## src/rtl/morse_pkg.sv

```systemverilog
`timescale 1ns/1ps
// -----------------------------------------------------------------------------
// morse_pkg
// Shared constants and types for the Morse transmit/receive path covering the
// letter set S..Z.
//   - unit lengths of dot, dash and inter-letter gap (in Morse units / ticks)
//   - element encodings as shifted into the element buffer
//   - 3-bit letter codes used by the transmit LUT
//   - receiver state enum
// -----------------------------------------------------------------------------
package morse_pkg;

    // Run lengths, in Morse units
    localparam int DOT_UNITS        = 1;
    localparam int DASH_UNITS       = 3;
    localparam int LETTER_GAP_UNITS = 3;
    // A one-unit space separates elements inside a letter
    localparam int ELEM_GAP_UNITS   = 1;

    // Element encodings, shifted in at the LSB (newest element at bit 0)
    localparam logic DOT  = 1'b0;
    localparam logic DASH = 1'b1;

    // Letter codes shared with the transmit LUT
    localparam logic [2:0] LTR_S = 3'b000;
    localparam logic [2:0] LTR_T = 3'b001;
    localparam logic [2:0] LTR_U = 3'b010;
    localparam logic [2:0] LTR_V = 3'b011;
    localparam logic [2:0] LTR_W = 3'b100;
    localparam logic [2:0] LTR_X = 3'b101;
    localparam logic [2:0] LTR_Y = 3'b110;
    localparam logic [2:0] LTR_Z = 3'b111;

    typedef enum logic [1:0] {
        IDLE  = 2'd0,
        MARK  = 2'd1,
        SPACE = 2'd2
    } state_t;

endpackage

```

## src/rtl/morse_pattern_lut.sv

```systemverilog
`timescale 1ns/1ps
// -----------------------------------------------------------------------------
// morse_pattern_lut
// Combinational inverse of the transmit letter LUT: maps a received element
// sequence back to its 3-bit letter code.
//   i_elem_cnt : number of valid elements in i_pattern (0..MAX_ELEMS)
//   i_pattern  : elements, oldest in the highest used bit, newest at bit 0;
//                unused upper bits must be zero
//   o_letter   : decoded letter code (LTR_S when no hit)
//   o_hit      : 1 when (i_elem_cnt, i_pattern) is one of S..Z
// MAX_ELEMS must be at least 4 (longest letters in the set have 4 elements).
// -----------------------------------------------------------------------------
module morse_pattern_lut
    import morse_pkg::*;
#(
    parameter int MAX_ELEMS = 4,
    parameter int CNT_W     = $clog2(MAX_ELEMS + 1)
) (
    input  logic [CNT_W-1:0]     i_elem_cnt,
    input  logic [MAX_ELEMS-1:0] i_pattern,
    output logic [2:0]           o_letter,
    output logic                 o_hit
);

    // Both count and full pattern must match; the zeroed upper bits make
    // e.g. S (3,000) distinct from a 4-element 0000.
    function automatic logic is_pat(input logic [CNT_W-1:0]     cnt,
                                    input logic [MAX_ELEMS-1:0] pat,
                                    input int                   n,
                                    input logic [3:0]           p);
        return (cnt == CNT_W'(n)) && (pat == MAX_ELEMS'(p));
    endfunction

    always_comb begin
        o_hit    = 1'b1;
        o_letter = LTR_S;
        if      (is_pat(i_elem_cnt, i_pattern, 3, 4'b0000)) o_letter = LTR_S;
        else if (is_pat(i_elem_cnt, i_pattern, 1, 4'b0001)) o_letter = LTR_T;
        else if (is_pat(i_elem_cnt, i_pattern, 3, 4'b0001)) o_letter = LTR_U;
        else if (is_pat(i_elem_cnt, i_pattern, 4, 4'b0001)) o_letter = LTR_V;
        else if (is_pat(i_elem_cnt, i_pattern, 3, 4'b0011)) o_letter = LTR_W;
        else if (is_pat(i_elem_cnt, i_pattern, 4, 4'b1001)) o_letter = LTR_X;
        else if (is_pat(i_elem_cnt, i_pattern, 4, 4'b1011)) o_letter = LTR_Y;
        else if (is_pat(i_elem_cnt, i_pattern, 4, 4'b1100)) o_letter = LTR_Z;
        else                                                  o_hit    = 1'b0;
    end

endmodule

```

## src/rtl/morse_receiver.sv

```systemverilog
`timescale 1ns/1ps
// -----------------------------------------------------------------------------
// morse_receiver
// Serial Morse receiver for letters S..Z. Samples din once per Morse unit
// (tick), measures mark/space run lengths, classifies marks as dot/dash and,
// on a 3-unit letter gap, decodes the element sequence to a 3-bit letter code.
//   clk          : system clock
//   reset_n      : asynchronous active-low reset
//   tick         : one-clk strobe per Morse unit
//   din          : Morse line, 1 = mark, sampled only when tick=1
//   letter_out   : last successfully decoded letter code
//   letter_valid : one-clk pulse, letter_out just updated
//   error        : one-clk pulse, malformed letter discarded
//   busy         : a letter is in progress
// -----------------------------------------------------------------------------
module morse_receiver
    import morse_pkg::*;
#(
    parameter int RUN_W     = 4,
    parameter int MAX_ELEMS = 4
) (
    input  logic       clk,
    input  logic       reset_n,
    input  logic       tick,
    input  logic       din,
    output logic [2:0] letter_out,
    output logic       letter_valid,
    output logic       error,
    output logic       busy
);

    localparam int               CNT_W   = $clog2(MAX_ELEMS + 1);
    localparam logic [RUN_W-1:0] RUN_MAX = '1;

    state_t                 r_state;
    logic [RUN_W-1:0]       r_mark_cnt;
    logic [RUN_W-1:0]       r_space_cnt;
    logic [MAX_ELEMS-1:0]   r_elems;
    logic [CNT_W-1:0]       r_elem_cnt;
    logic                   r_err;
    logic [2:0]             r_letter_out;
    logic                   r_letter_valid;
    logic                   r_error;

    logic                   w_is_dot;
    logic                   w_is_dash;
    logic                   w_elems_full;
    logic                   w_gap_done;
    logic [2:0]             w_letter;
    logic                   w_hit;

    assign w_is_dot     = (r_mark_cnt == RUN_W'(DOT_UNITS));
    assign w_is_dash    = (r_mark_cnt == RUN_W'(DASH_UNITS));
    assign w_elems_full = (r_elem_cnt == CNT_W'(MAX_ELEMS));
    // This tick's space is the one that completes the letter gap
    assign w_gap_done   = (r_space_cnt == RUN_W'(LETTER_GAP_UNITS - 1));

    // Decode sees the buffer as it stands while in SPACE; nothing appends
    // there, so it is already final on the gap-completing tick.
    morse_pattern_lut #(
        .MAX_ELEMS (MAX_ELEMS),
        .CNT_W     (CNT_W)
    ) u_lut (
        .i_elem_cnt (r_elem_cnt),
        .i_pattern  (r_elems),
        .o_letter   (w_letter),
        .o_hit      (w_hit)
    );

    always_ff @(posedge clk or negedge reset_n) begin
        if (!reset_n) begin
            r_state        <= IDLE;
            r_mark_cnt     <= '0;
            r_space_cnt    <= '0;
            r_elems        <= '0;
            r_elem_cnt     <= '0;
            r_err          <= 1'b0;
            r_letter_out   <= LTR_S;
            r_letter_valid <= 1'b0;
            r_error        <= 1'b0;
        end else begin
            r_letter_valid <= 1'b0;
            r_error        <= 1'b0;
            if (tick) begin
                case (r_state)
                    IDLE: begin
                        // Leading/trailing zero fill is ignored here
                        if (din) begin
                            r_state    <= MARK;
                            r_mark_cnt <= RUN_W'(1);
                            r_elems    <= '0;
                            r_elem_cnt <= '0;
                            r_err      <= 1'b0;
                        end
                    end
                    MARK: begin
                        if (din) begin
                            if (r_mark_cnt != RUN_MAX)
                                r_mark_cnt <= r_mark_cnt + 1'b1;
                        end else begin
                            // Bad mark length or buffer overflow poisons the
                            // letter; it is still framed by its gap.
                            if ((w_is_dot || w_is_dash) && !w_elems_full) begin
                                r_elems    <= {r_elems[MAX_ELEMS-2:0],
                                               (w_is_dash ? DASH : DOT)};
                                r_elem_cnt <= r_elem_cnt + 1'b1;
                            end else begin
                                r_err <= 1'b1;
                            end
                            r_state     <= SPACE;
                            r_space_cnt <= RUN_W'(1);
                        end
                    end
                    SPACE: begin
                        if (din) begin
                            // Only a one-unit gap is legal between elements;
                            // a two-unit gap is neither element nor letter gap.
                            if (r_space_cnt != RUN_W'(ELEM_GAP_UNITS))
                                r_err <= 1'b1;
                            r_state    <= MARK;
                            r_mark_cnt <= RUN_W'(1);
                        end else begin
                            r_space_cnt <= r_space_cnt + 1'b1;
                            if (w_gap_done) begin
                                r_state <= IDLE;
                                if (!r_err && w_hit) begin
                                    r_letter_valid <= 1'b1;
                                    r_letter_out   <= w_letter;
                                end else begin
                                    r_error <= 1'b1;
                                end
                            end
                        end
                    end
                    default: r_state <= IDLE;
                endcase
            end
        end
    end

    assign letter_out   = r_letter_out;
    assign letter_valid = r_letter_valid;
    assign error        = r_error;
    assign busy         = (r_state != IDLE);

endmodule
```

## config.mk

```make
export PLATFORM = sky130hd
export DESIGN_NAME = morse_receiver
export DESIGN_NICKNAME = d
export VERILOG_FILES = /design/src/rtl/morse_pkg.sv /design/src/rtl/morse_pattern_lut.sv /design/src/rtl/morse_receiver.sv
export SDC_FILE = /design/constraint.sdc
export NUM_CORES = 1
export LEC_CHECK = 0
export ABC_AREA = 0
export BUFFER_PORTS_ARGS = -buffer_cell sky130_fd_sc_hd__buf_2
export CORE_MARGIN = 2
export CORE_UTILIZATION = 50
export DETAILED_ROUTE_END_ITERATION = 10
export PLACE_DENSITY = 0.72
export SYNTH_ARGS = -nofsm -noshare
export SYNTH_HDL_FRONTEND = slang
export SYNTH_SLANG_ARGS = --single-unit
```

## constraint.sdc

```tcl
create_clock -name clk -period 4.6 [get_ports clk]
set_input_delay 0.92 -clock clk [delete_from_list [all_inputs] [get_ports clk]]
set_output_delay 0.92 -clock clk [all_outputs]
set_load 0.02 [all_outputs]
```

==> summary.txt <==
GRT
  • First-pass GRT wire length: 5020 µm
  • Largest net degree at the start of global routing: 24
  • Total track usage: 18.9%
  • Vias in the first global route: 1099
  • Overflow after GRT: 0
  • Initial antenna violation count: 0

Drt
  • Via-to-Cell Ratio: 6.01
  • Wirelength per Cell: 14.9 µm
  • Vias: 1153
  • Antenna viol nets, final: 0
  • Final WL: 2860 µm
  • DR DRC count: 0
  • Initial DRC Count: 41
  • Pre-antenna DRT Iters: 4

Worst setup path
  • Worst Setup End Kind: output pin
  • Crit Path Class: register to output pin
  • Crit path required time: 3.68 ns
  • Max FO, Critical Path: 7
  • Worst Setup Start Kind: register
  • Critical Path AT: 1.44 ns

Synthesis
  • Post-Syn Instances: 150
  • Top-count cell post-synth: dfrtp_1
  • Mux cell area share after synthesis: 9.35%
  • FFs w/ async S/R, synth: 100%
  • Mapped Area: 1530 µm²
  • Synth Area in Simple Gates: 18.8%
  • Post-synth top area share: 37.7%
  • Post-synthesis cell type count: 50
  • Synth Area per Inst: 10.2 µm²
  • Biggest area consumer among synthesized cells: dfrtp_1
  • Post-Synth Adder-Cell Area: 10.7%
  • Number of flops mapped to enable cells by yosys: 0
  • Yosys warns: 0
  • Synth Flop Type: dfrtp_1
  • Post-synthesis xor/xnor area fraction: 0%
  • Largest family of logic cells by synthesized area: simple AND/OR/NAND/NOR gates
  • Post-synth top cells: dfrtp_1 (23), inv_1 (17), ha_1 (13), nand2_1 (13), nor2_1 (7)
  • Post-synthesis sequential area ratio: 37.7%
  • #FFs+latches synth: 23
  • Synth Area in Compound Gates: 17.3%
  • Synth top area cells: dfrtp_1 (38%), ha_1 (11%), inv_1 (4.2%)
  • Syn_nets: 167

Timing
  • Max-slew headroom: 65.8%
  • Unrepaired setup endpoints after global routing: no
  • Endpoints failing setup: 0
  • WHS: between 0.5 and 0.6 ns
  • Max-slew violations: 0
  • Tcrit/Tclk final: 51.3%
  • Min Tclk post-route: 2.36 ns
  • Final Skew: 0.00707 ns
  • Final hold viol count: 0
  • Tightest Pin Transition: 0.513 ns
  • Setup TNS: 0 ns
  • Fmax: about 0.42 GHz

Clock tree
  • Worst-case clock buffer depth: 2
  • CTS root buf: clkbuf_4
  • Post-CTS Resized: 0
  • # clock sinks: 23
  • CTS tree: built
  • H-tree depth: 1
  • Hold Buf Count CTS: 0
  • Post-CTS setup buffers: 0
  • Clock-pin slew on the worst setup and hold paths: 0.13 ns
  • Clk_lat worst skew: roughly 0.31 ns
  • Num CTS Buffers: 3

Final layout
  • Area Growth Syn to Fin: 5.74%
  • NumNets Final: about 180
  • Antenna Cells: 0
  • FILL cells: roughly 270
  • Post-Layout Inst Area: around 1600 µm²
  • Layout cells sized above 1: 15.1%

Power and ir drop
  • Maximum VDD drop: 0.235 mV
  • Lkg Pwr: 0.768 nW
  • PwrDens: 521 nW/µm²

Floorplanning
  • Die ar.: around 3500 µm²
  • Core area: 2980 µm²
  • Die H: between 50 and 60 µm
  • Initial core utilization: between 50 and 60%
  • I/O pin cnt: 10
  • FP Rows: 20
  • Die width: 59.2 µm

Job
  • Max Cap Violations: 0

Place
  • RD Place Congestion: 0.774
  • DP HPWL: 2170 µm
  • DP Area: roughly 1600 µm²
  • Port bufs: 9

Min path
  • Hold Crit Class: register to register

Outcome
  • Outcome: completed
## per-stage QoR
step / cells / utilization (%) / total power [W] / setup WS (ns)
3_5_place_dp: 188 / 53.2 / 0.000748 / 2.44
4_1_cts: 192 / 54.2 / 0.000846 / 2.23
3_3_place_gp: 188 / 53.2 / 0.000732 / 2.47
5_1_grt: 192 / 54.2 / 0.000919 / 2.14
6_report: 192 / 54.2 / 0.000841 / 2.24
2_1_floorplan: 150 / - / 0.000663 / 2.69
## cell type report
type                       count  area [µm²]  share of cell area (%)
multi-input combinational    105         856                    53.1
sequential                    23         576                    35.7
inverter                      18        67.6                    4.19
timing repair buffer           9        45.0                    2.79
tap                           33        41.3                    2.56
clock buffer                   3        22.5                    1.40
clock inverter                 1        5.00                   0.310
## path summary, 6_finish.rpt
| check | startpoint | cells past startpoint | endpoint | slack [ns] |
|---|---|---|---|---|
| min | letter_out[2]$_DFFE_PN0P_ | 2 | letter_out[2]$_DFFE_PN0P_ | 0.52 |
| min in group asynchronous | reset_n | 1 | error$_DFF_PN0_ | 0.56 |
| min reg2reg | letter_out[2]$_DFFE_PN0P_ | 2 | letter_out[2]$_DFFE_PN0P_ | 0.52 |
| max | r_state[0]$_DFFE_PN0P_ | 4 | busy | 2.24 |
| max reg2reg | r_state[1]$_DFFE_PN0P_ | 5 | r_elems[0]$_DFFE_PN0P_ | 2.47 |
| max in group asynchronous | reset_n | 1 | r_space_cnt[2]$_DFFE_PN0P_ | 3.69 |
## registers in the layout, summed over array words and instances, names as in the netlist, 2 cells and up
name / count
r_mark_cnt: 4
r_space_cnt: 4
r_elem_cnt: 3
letter_out: 3
r_state: 2
r_elems: 4
## critical path, stage by stage, from the launching register on
cell     delay, ns
dfrtp_1       0.48
inv_1         0.11
ha_1          0.32
inv_2         0.07
buf_2         0.16
## cell usage in the layout (no fill, tap or decap), types with 3 or more instances in the layout
cell type / n
nand2_1: 13
mux2_1: 5
nand2b_1: 3
nor2_1: 7
ha_1: 13
nand3b_1: 4
inv_1: 17
buf_2: 9
a21oi_1: 3
clkbuf_4: 3
mux2i_1: 6
dfrtp_1: 23
o21ai_0: 4
## layer usage
layer | vias up | global-route usage (%) | wire (µm)
met4 | 0 | 7.14 | 24
met5 | - | 0 | 0
met3 | 2 | 2.84 | 79
li1 | 563 | - | -
met1 | 568 | 24.1 | 1310
met2 | 20 | 32.0 | 1450
## cells by family after synthesis
| logic type | after synthesis |
|---|---|
| buf+inv | 22 |
| compound gates | 33 |
| mux | 13 |
| simple gates | 46 |
| fa+ha+maj | 13 |
| flops | 23 |
## power breakdown
part / switching, W / internal, W
logic: 0.000216 / 0.000168
registers: 0.0000960 / 0.000266
clock network: 0.0000623 / 0.0000325
No activity file was read; power rests on OpenSTA's default activity.
